`config.mk`:
```
export PLATFORM = sky130hd
export DESIGN_NAME = sparse_chunk_writer
export DESIGN_NICKNAME = d
export VERILOG_FILES = /design/src/rtl/sparse_chunk_writer.sv
export SDC_FILE = /design/constraint.sdc
export NUM_CORES = 1
export LEC_CHECK = 0
export BUFFER_PORTS_ARGS = -buffer_cell sky130_fd_sc_hd__buf_4
export CORE_ASPECT_RATIO = 0.9
export CORE_MARGIN = 2
export CORE_UTILIZATION = 35
export CTS_BUF_LIST = sky130_fd_sc_hd__clkbuf_4 sky130_fd_sc_hd__clkbuf_8
export DETAILED_ROUTE_END_ITERATION = 7
export HOLD_SLACK_MARGIN = 0.1
export SYNTH_ARGS = -nofsm -noshare
export SYNTH_HDL_FRONTEND = slang
export SYNTH_SLANG_ARGS = --single-unit
```
`constraint.sdc`:
```
create_clock -name clk_i -period 8 [get_ports clk_i]
set_input_delay 1.6 -clock clk_i [delete_from_list [all_inputs] [get_ports clk_i]]
set_output_delay 1.6 -clock clk_i [all_outputs]
set_load 0.01 [all_outputs]
```
`src/rtl/sparse_chunk_writer.sv`:
```
// sparse_chunk_writer: producer side of a ping-pong sparse write port.
// Each accepted dense beat is compressed into a sparsemap plus left-packed
// nonzero bytes and written one cycle later into the bank being filled.
// A bank stays full after its last beat until the consumer releases it.
// Optional feature macro: NNZ_COUNT_EN adds chunk_nnz_o, the nonzero byte
// total of each chunk, presented alongside chunk_done_o.
module sparse_chunk_writer #(
    parameter int BUS_SIZE = 8,
    parameter int MEM_SIZE = 32
) (
    input  logic                                          clk_i,
    input  logic                                          rst_i,
    input  logic [BUS_SIZE*8-1:0]                         dense_dat_i,
    input  logic                                          dense_val_i,
    output logic                                          dense_rdy_o,
    input  logic                                          buf_release_i,
    input  logic                                          buf_release_sel_i,
    output logic [BUS_SIZE-1:0]                           sparsemap_o,
    output logic [BUS_SIZE*8-1:0]                         nonzero_data_o,
    output logic                                          wr_valid_o,
    output logic [$clog2(MEM_SIZE/BUS_SIZE)-1:0]          wr_count_o,
    output logic                                          wr_sel_o,
    output logic                                          chunk_done_o,
`ifdef NNZ_COUNT_EN
    output logic [$clog2(MEM_SIZE):0]                     chunk_nnz_o,
`endif
    output logic [1:0]                                    buf_full_o
);

    localparam int WR_DAT_CYC_NUM = MEM_SIZE / BUS_SIZE;
    localparam int CNT_W          = $clog2(WR_DAT_CYC_NUM);
    localparam int PC_W           = $clog2(BUS_SIZE) + 1;
    localparam logic [CNT_W-1:0] LAST_BEAT = CNT_W'(WR_DAT_CYC_NUM - 1);

    typedef enum logic {
        ST_FILL = 1'b0,
        ST_WAIT = 1'b1
    } fill_state_t;

    fill_state_t      state, state_nxt;
    logic             fill_sel, fill_sel_nxt;
    logic [CNT_W-1:0] beat_cnt, beat_cnt_nxt;
    logic [1:0]       buf_full, buf_full_nxt;
    logic             accept;
    logic             last_beat;

    // Bit i flags a nonzero byte i of the beat.
    function automatic logic [BUS_SIZE-1:0] sparse_map(input logic [BUS_SIZE*8-1:0] dat);
        logic [BUS_SIZE-1:0] m;
        m = '0;
        for (int i = 0; i < BUS_SIZE; i++) begin
            m[i] = |dat[8*i +: 8];
        end
        return m;
    endfunction

    // Nonzero bytes moved to the lowest slots in ascending index order;
    // unused upper slots stay zero.
    function automatic logic [BUS_SIZE*8-1:0] pack_nonzero(input logic [BUS_SIZE*8-1:0] dat);
        logic [BUS_SIZE*8-1:0] p;
        int                    k;
        p = '0;
        k = 0;
        for (int i = 0; i < BUS_SIZE; i++) begin
            if (|dat[8*i +: 8]) begin
                p[8*k +: 8] = dat[8*i +: 8];
                k++;
            end
        end
        return p;
    endfunction

    // Number of set bits in a sparsemap.
    function automatic logic [PC_W-1:0] popcount(input logic [BUS_SIZE-1:0] m);
        logic [PC_W-1:0] c;
        c = '0;
        for (int i = 0; i < BUS_SIZE; i++) begin
            c = c + PC_W'(m[i]);
        end
        return c;
    endfunction

    // Ready depends only on registered state and the reset input, never on valid.
    assign dense_rdy_o = rst_i & (state == ST_FILL) & ~buf_full[fill_sel];
    assign accept      = dense_val_i & dense_rdy_o;
    assign last_beat   = accept & (beat_cnt == LAST_BEAT);
    assign buf_full_o  = buf_full;

    // Next-state logic for bank flags, beat counter and fill pointer.
    always_comb begin
        state_nxt    = state;
        fill_sel_nxt = fill_sel;
        beat_cnt_nxt = beat_cnt;
        buf_full_nxt = buf_full;

        // Clearing an already-empty bank is a harmless no-op; the set below
        // targets the bank being filled, which cannot be full, so it wins.
        if (buf_release_i) begin
            buf_full_nxt[buf_release_sel_i] = 1'b0;
        end

        if (accept) begin
            if (last_beat) begin
                beat_cnt_nxt           = '0;
                buf_full_nxt[fill_sel] = 1'b1;
                fill_sel_nxt           = ~fill_sel;
            end else begin
                beat_cnt_nxt = beat_cnt + 1'b1;
            end
        end

        case (state)
            ST_FILL: begin
                if (last_beat && buf_full_nxt[~fill_sel]) begin
                    state_nxt = ST_WAIT;
                end
            end
            ST_WAIT: begin
                if (!buf_full_nxt[fill_sel]) begin
                    state_nxt = ST_FILL;
                end
            end
            default: state_nxt = ST_FILL;
        endcase
    end

    // Control state register; a reset mid-chunk drops the partial chunk.
    always_ff @(posedge clk_i) begin
        if (!rst_i) begin
            state    <= ST_FILL;
            fill_sel <= 1'b0;
            beat_cnt <= '0;
            buf_full <= 2'b00;
        end else begin
            state    <= state_nxt;
            fill_sel <= fill_sel_nxt;
            beat_cnt <= beat_cnt_nxt;
            buf_full <= buf_full_nxt;
        end
    end

    // Write strobe and chunk-done pulse: one cycle after each accept.
    always_ff @(posedge clk_i) begin
        if (!rst_i) begin
            wr_valid_o   <= 1'b0;
            chunk_done_o <= 1'b0;
        end else begin
            wr_valid_o   <= accept;
            chunk_done_o <= last_beat;
        end
    end

    // Write payload: captured on accept, held between writes.
    always_ff @(posedge clk_i) begin
        if (!rst_i) begin
            sparsemap_o    <= '0;
            nonzero_data_o <= '0;
            wr_count_o     <= '0;
            wr_sel_o       <= 1'b0;
        end else if (accept) begin
            sparsemap_o    <= sparse_map(dense_dat_i);
            nonzero_data_o <= pack_nonzero(dense_dat_i);
            wr_count_o     <= beat_cnt;
            wr_sel_o       <= fill_sel;
        end
    end

`ifdef NNZ_COUNT_EN
    localparam int NNZ_W = $clog2(MEM_SIZE) + 1;

    logic [NNZ_W-1:0] nnz_acc;
    logic [NNZ_W-1:0] nnz_sum;

    assign nnz_sum = nnz_acc + NNZ_W'(popcount(sparse_map(dense_dat_i)));

    // Per-chunk nonzero total; published with the last beat, then restarted.
    always_ff @(posedge clk_i) begin
        if (!rst_i) begin
            nnz_acc     <= '0;
            chunk_nnz_o <= '0;
        end else if (accept) begin
            if (last_beat) begin
                nnz_acc     <= '0;
                chunk_nnz_o <= nnz_sum;
            end else begin
                nnz_acc <= nnz_sum;
            end
        end
    end
`else
    // Popcount is only needed by the optional nonzero counter.
    logic [PC_W-1:0] unused_pc;
    assign unused_pc = popcount('0);
`endif

endmodule

```
======== Word-level counts from Yosys, hierarchy flattened ========
Index checks and enable logic that the tools add are counted.
storage, ports and cells
  word-level logic and storage cells ...... 133
  bits of input ports ..................... 69
  register bits after elaboration ......... 83
cells by class
  shift-type cells ........................ 14
  reduce and logical (&&, ||, !) cells .... 12
  magnitude comparators ................... 5
  equality and inequality tests ........... 1
  multiplexer cells ....................... 67
  bitwise gates (word level) .............. 10
  add/subtract/negate cells ............... 14
operators with widths
  kind                       count
  $mux W64                   19
  $mux W29                   20
  $bwmux W64                 7
  $shift A8 B33 Y64 const A  7
  $shiftx A8 B33 Y64         7
  $neg A32 Y33               7
  $add A29 B2 Y29 const B    6
  $reduce_or A8 Y1           8
  $mux W8                    3
  $mux W1                    11
  $mux W2                    4
  $lt A1 B2 Y1 const B       3
  $and A1 B1 Y1              4
  $logic_and A1 B1 Y1        3
  $not A1 Y1                 3
  $add A2 B1 Y2 const B      1
  $and A2 B2 Y2              1
  $demux W1 S1               2
  $eq A2 B2 Y1 const B       1
  $ge A1 B1 Y1 const B       2
  $not A2 Y2                 1
  $or A2 B2 Y2               1
  $pmux W1 S2                1
  $reduce_and A2 Y1          1

======== Longest topological paths before layout ========
Gate-level depths: netlist (run 1).
  depth in word-level cells ............... 35
  gate-level depth with buffers ........... 34
  depth with buffers taken out ............ 32

======== Least setup slack after synthesis (run 1) ========
Ideal clock, no wire load.
  path kind ............................... input to register
  start point ............................. input dense_dat_i[4]
  end point ............................... register nonzero_data_o[16]
  buffers on the path ..................... 3
  data arrival time ....................... 8,361 ps
  data required time ...................... 7,859 ps
  path slack .............................. -502 ps
  stages on the path ...................... 29
  cells stage by stage .................... or4_1 -> nor3_1 -> clkbuf_1 -> fa_1 -> ha_1 -> a21oi_1 -> a31oi_2 -> inv_2 -> ha_1 -> o21ai_0 -> o21ai_0 -> ha_1 -> mux2i_1 -> o21ai_2 -> ha_1 -> clkbuf_1 -> o21ai_0 -> ha_1 -> o21ai_0 -> a21oi_1 -> ha_1 -> nand2_1 -> nor2_1 -> nand2b_1 -> a2111oi_0 -> nor2_1 -> clkbuf_1 -> o21ai_1 -> o221ai_1
between the ends
  cells in the longest elaborated chain, start to end .. 32
  elaborated cells between the ends (all ways) .. 75
ends and longest elaborated chain
  what                                                    line     text
  start: declaration                                      13       input logic [BUS_SIZE*8-1:0] dense_dat_i,
  $reduce_or A8 Y1 (*)                                    65       if (|dat[8*i +: 8]) begin
  $mux W1 (*)                                             65
  $mux W29 (*)                                            160      end else if (accept) begin
  $mux W29 (*)                                            155      if (!rst_i) begin
  $add A29 B2 Y29 / $neg A32 Y33 (equally long branches)  67, 66
  $mux W29, or another cell as far along                  65
  $mux W29 / $bwmux W64 (equally long branches)           160, 66
  $mux W29 / $mux W64 (equally long branches)             155, 65
  [16 not listed]                                         --
  $add A29 B2 Y29, or another cell as far along           67       k++;
  $mux W29, or another cell as far along                  65
  $mux W29 / $bwmux W64 (equally long branches)           160, 66
  $mux W29 / $mux W64 (equally long branches)             155, 65
  $neg A32 Y33 / $mux W64 (equally long branches)         66, 160
  $shiftx A8 B33 Y64, or another cell as far along        66       p[8*k +: 8] = dat[8*i +: 8];
  $bwmux W64                                              66
  $mux W64 (*)                                            65
  end signal: assignment                                  162      nonzero_data_o <= pack_nonzero(dense_dat_i);
  end: declaration                                        19       output logic [BUS_SIZE*8-1:0] nonzero_data_o,
Every way passes the cells marked *; elsewhere a longest branch is shown, timed or not. The select of a mux whose other input is x is not followed.
A chain may end at the register's enable or synchronous reset.

======== Final worst setup path (run 1) ========
  start point ............................. input dense_dat_i[13]
  end point ............................... register nonzero_data_o[28]
between the ends
  cells in the longest elaborated chain, start to end .. 28
  elaborated cells between the ends (all ways) .. 69
ends and longest elaborated chain
  what                                                    line
  $reduce_or A8 Y1                                        65
  $mux W29                                                65
  $mux W29                                                160
  $mux W29                                                155
  $add A29 B2 Y29 / $neg A32 Y33 (equally long branches)  67, 66
  $mux W29, or another cell as far along                  65
  $mux W29 / $bwmux W64 (equally long branches)           160, 66
  $mux W29 / $mux W64 (equally long branches)             155, 65
  [12 not listed]                                         --
  $add A29 B2 Y29, or another cell as far along           67
  $mux W29, or another cell as far along                  65
  $mux W29 / $bwmux W64 (equally long branches)           160, 66
  $mux W29 / $mux W64 (equally long branches)             155, 65
  $neg A32 Y33 / $mux W64 (equally long branches)         66, 160
  $shiftx A8 B33 Y64, or another cell as far along        66
  $bwmux W64                                              66
  $mux W64 (*)                                            65
Marks and branches as above.

==> results of run 1 <==
worst paths after layout:
check	from	slack, ns	end	cells past startpoint
worst max-delay path	dense_dat_i[13]	0.49	nonzero_data_o[28]	32
worst min-delay path	wr_count_o[1]	0.46	wr_count_o[1]	2
worst max register to register	fill_sel	4.05	nonzero_data_o[50]	9
worst min register to register	wr_count_o[1]	0.46	wr_count_o[1]	2
synth_stat cells (5+ instances only):
cell / n / area, um^2
a211oi_1: 35 / 263
a21boi_0: 6 / 45.0
a21o_1: 13 / 97.6
a21oi_1: 67 / 335
a221o_1: 8 / 80.1
a221oi_1: 7 / 61.3
a22o_1: 9 / 78.8
a22oi_1: 23 / 173
a311oi_1: 9 / 78.8
a31oi_1: 35 / 219
a32o_1: 5 / 50.1
a32oi_1: 8 / 70.1
and2_1: 9 / 56.3
and3_1: 12 / 75.1
and4_1: 6 / 52.6
buf_1: 14 / 52.6
buf_2: 8 / 40.0
clkbuf_1: 66 / 248
dfxtp_1: 83 / 1660
ha_1: 18 / 225
inv_1: 25 / 93.8
mux2_2: 19 / 214
mux2i_1: 65 / 651
nand2_1: 118 / 443
nand3_1: 68 / 340
nand4_1: 14 / 87.6
nor2_1: 84 / 315
nor2b_1: 27 / 169
nor3_1: 30 / 150
nor4_1: 17 / 106
nor4_2: 5 / 62.6
o211ai_1: 13 / 97.6
o21ai_0: 65 / 325
o21ai_1: 7 / 35.0
o221ai_1: 19 / 166
o22ai_1: 17 / 106
o2bb2ai_1: 5 / 43.8
o31a_1: 6 / 52.6
o31ai_1: 7 / 52.6
or3_1: 13 / 81.3
or4_1: 13 / 97.6
xnor2_1: 13 / 114
routing by layer:
metal  vias up  GRT usage, %  routed length [um]
met5         -             0                   0
met4         0          9.48                1150
met3        80          6.72                4100
met2       633          45.7               17100
met1      5068          44.0               17700
li1       4727             -                   -
cells by family (layout without fill, tap and decap cells):
logic type,Yosys count,after routing,synth area share (%)
AND/OR/NAND/NOR,441,441,26.7
AO/OA/AOI/OAI,395,395,32.4
buffers and inverters,119,256,5.58
multiplexers,84,84,10.2
flip-flops,83,83,19.7
adder cells (fa/ha/maj),20,20,3.03
XOR/XNOR,18,18,2.36
other,1,2,0.0444
state kept, by name, indices dropped and copies added, names as in the netlist, 2 cells and up:
register        cells
wr_count_o          2
buf_full_o          2
sparsemap_o         8
beat_cnt            2
nonzero_data_o     64
power by group:
part / switching (uW) / leakage, uW / internal, uW
Clock: 203 / 0.0000951 / 122
Sequential: 21.3 / 0.000683 / 443
Combinational: 238 / 0.00344 / 154
Total: 462 / 0.00421 / 719
final cells by class:
| cell class | instances | area (um^2) |
|---|---|---|
| Fill cell | 2443 | 13200 |
| Multi-Input combinational cell | 960 | 6370 |
| Sequential cell | 83 | 1660 |
| Timing Repair Buffer | 211 | 1580 |
| Tap cell | 302 | 378 |
| Clock buffer | 9 | 124 |
| Inverter | 29 | 111 |
| Clock inverter | 7 | 65.1 |
worst reg2reg max path, cell delays in order, from the launching register on:
cell	delay [ns]
dfxtp_1	0.49
nor2b_1	0.08
a2111oi_0	1.00
nand2_1	0.11
buf_4	0.34
inv_2	0.73
nand2_1	0.38
nor3_1	0.51
a31oi_1	0.16
o21ai_0	0.09
per-stage QoR:
stage / worst slack, ns / util, %
2_1_floorplan: 0.0131 / -
3_3_place_gp: 0.362 / 42.9
3_5_place_dp: 0.109 / 42.9
4_1_cts: 0.488 / 43.7
5_1_grt: 0.0480 / 43.7
6_report: 0.486 / 43.7
cells in the final DEF, fill, tap and decap left out, types with 9 or more instances in the layout:
cell      count
a21oi_1      67
o21ai_0      64
nor2_1       83
xnor2_1      13
a22o_1        9
a22oi_1      23
and2_1        9
dfxtp_1      83
inv_1        24
nand4_1      14
or4_1        13
o22ai_1      17
a211oi_1     34
o211ai_1     13
a311oi_1      9
nor3_1       30
nand2_1     117
clkbuf_8      9
nor2b_1      27
o221ai_1     19
nor4_1       15
mux2_2       19
a31oi_1      35
a21o_1       13
buf_4       211
mux2i_1      65
and3_1       12
nand3_1      68
or3_1        13
ha_1         16
==> flow_summary.toml, run 1 <==
[clock_tree]
clockRootBuffer = "clkbuf_8"
cts_setup_buffers = 0
cts_buffer_depth = 2
cts.clk_slew.worst_paths_ns = 0.11
cts_sinks = 83
cts_tree = "built"
cts-hold-fix-buffers = 0
clock_latency_ns = 0.41
cts_resized = 0
numCtsBuffers = 9
htree_levels = 3

[sta]
finalSetupTns_ns = 0
max_freq_mhz = 133
post-route-period-util_pct = 93.9
worstMarginPinSlew_ns = 1.16
rsz0062_at_grt = "no"
maxSlewHeadroom_pct = 20.8
hold_viol_final = 0
clock_skew_ns = 0.0179
finalSetupViolCount = 0
drv_slew = 0
min_period_ns = 7.51
holdWs_ns = 0.462

[floorplanning]
die_w_um = 168
dieArea_um2 = 25400
rows = 53
die_h_um = 151
start_util_pct = 35.8
core-area_um2 = 23500
io_pins = 149

[detailed_routing]
drt-total-wl_um = 40000
wl_per_cell_um = 25.0
initialDrtViolationCount = 1361
ant_nets = 0
drc = 0
via_per_inst = 6.56
vias = 10500
drt_pass1_iterations = 6

[worst_setup_path]
cpPeakStageDelay_ns = 0.54
cp_max_fo = 12
crit_slowest_cell = "or4_1"
cp_common_cell = "ha_1"
path_buf_inv = 5
crit_type = "in -> reg"
path_delay_family = "adder cells"
worstPathArrival_ns = 7.82
endpoint_kind = "register"
cp-start-kind = "primary input"
critPathRequiredTime_ns = 8.31

[grt]
antenna_found_initial = 0
grt_pass1_wl_um = 58900
grt_usage_pct = 30.7
grt_max_degree = 51
grt_pass1_vias = 9574
overflow = 0

[finish]
syn2layout_area_growth_pct = 22.0
nets = 1382
antenna_cells = 0
stdcell_count = 1601
final_area_um2 = 10300
layout-drive-gt1-share_pct = 22.2

[placement]
dp.cells = 1585
placed_cell_area_um2 = 10100
dp_hpwl_um = 31600
place.gp.congestion = 1.05
io_buffers = 148

[synth]
synthFlopType = "dfxtp_1"
syn_area_um2 = 8440
ys_warn_count = 0
seq_area_frac_synth_pct = 19.7
syn_area_per_cell_um2 = 7.27
ys_ff_latch = 83
synth_edf_count = 0
async_flop_share_pct = 0
synth_cell_types = 89
synthCells = 1161

[power]
p_total_uw = 1180
vdd_drop_max_v = 0.000104
cellLeakagePower_uw = 0.00421
power_density_nw_per_um2 = 115

[run]
drv_cap = 0

[outcome]
status = "completed"

[worst_hold_path]
hold_class = "reg -> reg"
No activity file was read; power rests on OpenSTA's default activity.
==> run 2: changes to the inputs <==
Settings changed: PLACE_DENSITY set to 0.52.
==> flow_summary.toml, run 2 (synthesis gave the netlist of run 1 again) <==
[finish]
antenna_cells = 0
n_fill_cell = 2467
largest_register_ffs = 64
syn2layout_area_growth_pct = 23.2
final_common_cell = "buf_4"
final_cell_mix = "223 x buf_4, 117 x nand2_1, 83 x nor2_1, 83 x dfxtp_1, 68 x nand3_1"
regMostFlops = "nonzero_data_o"
post-route-util_pct = 44.2
top_regs = "nonzero_data_o: 64 flops, sparsemap_o: 8 flops"
nets = 1394
layout-drive-gt1-share_pct = 23.0

[grt]
grt_usage_pct = 30.6
grt_pass1_vias = 9408
grt_max_degree = 51
antenna_found_initial = 0
grt_pass1_wl_um = 58600
overflow = 0

[clock_tree]
cts_tree = "built"
cts_sinks = 83
cts_buffer_depth = 2
cts-hold-fix-buffers = 0
numCtsBuffers = 9
htree_levels = 3
clock_latency_ns = 0.40
clockRootBuffer = "clkbuf_8"
cts.clk_slew.worst_paths_ns = 0.11

[sta]
max_freq_mhz = 132
drv_slew = 0
holdWs_ns = 0.463
post-route-period-util_pct = 94.9
maxSlewHeadroom_pct = 12.7
worstMarginPinSlew_ns = 1.31
finalSetupViolCount = 0
rsz0062_at_grt = "no"
clock_skew_ns = 0.0157
hold_viol_final = 0
min_period_ns = 7.59

[detailed_routing]
vias = 10300
ant_nets = 0
drt-total-wl_um = 40000
drt_pass1_iterations = 5
via_per_inst = 6.38
drc = 0
initialDrtViolationCount = 1160
wl_per_cell_um = 24.8

[worst_setup_path]
cp-start-kind = "primary input"
worstPathArrival_ns = 7.88
r2r_cells = 10
cp.depth = 28
crit_type = "in -> reg"
cp_max_fo = 13
endpoint_kind = "register"
path_buf_inv = 5
cp_common_cell = "ha_1"
crit_slowest_cell = "or4_1"
critPathRequiredTime_ns = 8.28
path_delay_family = "simple AND/OR/NAND/NOR gates"
cpPeakStageDelay_ns = 0.64

[floorplanning]
start_util_pct = 35.8
die_h_um = 151
rows = 53
core-area_um2 = 23500
die_w_um = 168
io_pins = 149
dieArea_um2 = 25400

[power]
cellLeakagePower_uw = 0.00429
p_total_uw = 1190
vdd_drop_max_v = 0.0000887
power_density_nw_per_um2 = 115

[run]
drv_cap = 0

[placement]
dp_hpwl_um = 31700
place.gp.congestion = 0.978
io_buffers = 148

[outcome]
status = "completed"

[worst_hold_path]
hold_class = "reg -> reg"
holdPathStages = 2
==> run 2: power breakdown <==
group	switching, uW	total (uW)	internal (uW)
sequential	19.7	463	443
combinational	239	394	156
clock	210	335	125
==> run 2: through the flow <==
stage / area, um^2 / std cells / TNS [ns] / worst slack (ns)
finish: 10400 / 1613 / 0 / 0.409
global route: 10400 / 1613 / 0 / 0.0171
CTS: 10300 / 1609 / 0 / 0.371
detailed placement: 10100 / 1593 / -0.00961 / -0.00567
global placement: 10100 / 1593 / 0 / 0.151
floorplan: 8480 / 1162 / 0 / 0.0131
==> run 2: what timing repair did <==
| action | CTS | global route |
|---|---|---|
| setup buffers | 0 | 4 |
| endpoints found under the hold margin | 0 | 0 |
| resized for setup | 0 | 3 |
| endpoints found under the setup margin | 0 | 55 |
==> run 2: worst min-delay path, cell delays in order, from the launching register on <==
cell     delay [ns]
dfxtp_1        0.33
nand2_1        0.05
a21oi_1        0.05
==> run 2: final timing paths <==
kind,start,end,slack [ns]
min,wr_sel_o,wr_sel_o,0.46
min reg2reg,wr_sel_o,wr_sel_o,0.46
max reg2reg,fill_sel,nonzero_data_o[55],4.20
max,dense_dat_i[4],nonzero_data_o[28],0.41
==> run 2: metal layers <==
metal	vias up	part of all wire, %	GRT usage (%)
li1	4753	-	-
met1	4944	46	44.7
met2	562	43	46.1
met3	39	10	6.51
met4	0	1.6	6.30
met5	-	0	0
==> run 2: cell type report <==
cell class | count | area, um^2 | share of cell area (%)
Timing Repair Buffer | 223 | 1670 | 16.1
Tap cell | 302 | 378 | 3.63
Inverter | 29 | 111 | 1.07
Sequential cell | 83 | 1660 | 16.0
Clock buffer | 9 | 124 | 1.19
Clock inverter | 7 | 76.3 | 0.734
Multi-Input combinational cell | 960 | 6370 | 61.3
==> run 3: changes to the inputs <==
Settings changed: CAP_MARGIN set to 30, CORE_ASPECT_RATIO 0.9 to unset, SETUP_SLACK_MARGIN set to 0.4.
==> flow_summary.toml, run 3 (synthesis gave the netlist of run 1 again) <==
[run]
drv_cap = 0

[sta]
min_period_ns = 7.39
maxSlewHeadroom_pct = 39.0
clock_skew_ns = 0.0234
rsz0062_at_grt = "yes"
worstMarginPinSlew_ns = 0.909
drv_slew = 0
max_freq_mhz = 135
holdWs_ns = 0.462
hold_viol_final = 0
finalSetupViolCount = 0
finalSetupTns_ns = 0
fin_ws_ns = 0.613
post-route-period-util_pct = 92.3

[placement]
placed_cell_area_um2 = 10200
dp_hpwl_um = 30500
io_buffers = 148
pre_cts_ws_ns = 0.208
place.gp.congestion = 0.972

[detailed_routing]
drt-total-wl_um = 39000
drt_pass1_iterations = 5
ant_nets = 0
vias = 10200
wl_per_cell_um = 24.1
drc = 0
via_per_inst = 6.33
initialDrtViolationCount = 1223

[finish]
syn2layout_area_growth_pct = 23.8
final_common_cell = "buf_4"
layout-drive-gt1-share_pct = 23.6
final_area_um2 = 10400
regMostFlops = "nonzero_data_o"
nets = 1383
antenna_cells = 0
largest_register_ffs = 64
final_cell_mix = "209 x buf_4, 116 x nand2_1, 83 x dfxtp_1, 80 x nor2_1, 68 x nand3_1"
top_regs = "nonzero_data_o: 64 flops, sparsemap_o: 8 flops"

[grt]
grt_pass1_wl_um = 59000
antenna_found_initial = 0
grt_pass1_vias = 9540
overflow = 0
grt_usage_pct = 29.7
grt_max_degree = 51

[power]
cellLeakagePower_uw = 0.00424
p_clk_share_pct = 27.9
p_sw_uw = 461
vdd_drop_max_v = 0.0000764
combinationalPowerShare_pct = 33.1
swShare_pct = 38.9
p_int_uw = 724
power_density_nw_per_um2 = 113
power.share.sequential_pct = 39.1

[worst_setup_path]
crit_chain = "buf_4 > or4_1 > nor3_2 > buf_6 > fa_1 > ha_4 > a21oi_4 > a31oi_4 > inv_2 > ha_4 > o21ai_2 > o21ai_1 > ha_1 > mux2i_1 > o21ai_2 > ha_4 > o21ai_0 > ha_2 > nand3_1 > a211o_1 > and4_1 > or4_1 > o21ai_2 > o221ai_1"
worstPathArrival_ns = 7.65
endpoint_kind = "register"
cp-start-kind = "primary input"
critPathRequiredTime_ns = 8.26
crit_slowest_cell = "or4_1"
cp_max_fo = 11
cpPeakStageDelay_ns = 0.66
crit_type = "in -> reg"

[outcome]
status = "completed"

[floorplanning]
core-area_um2 = 23500
die_w_um = 159
io_pins = 149
dieArea_um2 = 25400
start_util_pct = 35.8
rows = 56
die_h_um = 159

[clock_tree]
numCtsBuffers = 9
cts_tree = "built"
cts.clk_slew.worst_paths_ns = 0.10
htree_levels = 3
cts_sinks = 83
cts-hold-fix-buffers = 0
cts_buffer_depth = 2
clockRootBuffer = "clkbuf_8"
clock_latency_ns = 0.40

[worst_hold_path]
hold_class = "reg -> reg"
run 3: final cells by class:
cell class,instances,area (um^2)
Fill cell,2570,13100
Multi-Input combinational cell,960,6490
Sequential cell,83,1660
Timing Repair Buffer,212,1600
Tap cell,319,399
Clock buffer,10,138
Inverter,29,113
Clock inverter,6,46.3
run 3: final timing paths:
check,startpoint,end,slack [ns],cells after the start
setup / recovery,dense_dat_i[4],nonzero_data_o[16],0.61,24
hold / removal,wr_sel_o,wr_sel_o,0.46,2
setup reg to reg,fill_sel,nonzero_data_o[55],4.78,11
hold reg to reg,wr_sel_o,wr_sel_o,0.46,2
run 3: what timing repair did:
item                                    4_1_cts  5_1_grt
gates resized for setup                       0       20
buffers inserted                              0        2
endpoints found under the setup margin        0       63
run 3: power groups by stage:
stage / clock (uW) / sequential (uW) / combinational, uW
finish: 330 / 463 / 392
global route: 349 / 466 / 417
CTS: 337 / 463 / 381
detailed placement: 0 / 472 / 379
global placement: 0 / 473 / 379
floorplan: 0 / 480 / 190
run 3: metrics by stage:
step                std cells  power (uW)  utilization, %
floorplan                1162         670               -
global placement         1600         852            43.1
detailed placement       1601         851            43.1
CTS                      1617        1180            43.9
global route             1619        1230            44.4
finish                   1619        1180            44.4
run 3: metal layers:
metal  GRT usage [%]  wire length, um  share of wire [%]  up-vias
met5               0                0                  0        -
li1                -                -                  -     4749
met1            42.1            17000                 44     4922
met3            4.09             3350                8.6       63
met2            47.5            17700                 45      512
met4            7.77              923                2.4        0
run 3: worst max-delay path, delay by kind of cell:
| family | cells | cell delay (ns) |
|---|---|---|
| buffers and inverters | 3 | 0.38 |
| adder cells (fa/ha/maj) | 6 | 1.91 |
| AND/OR/NAND/NOR | 5 | 1.91 |
| multiplexers | 1 | 0.17 |
| AO/OA/AOI/OAI | 9 | 1.64 |
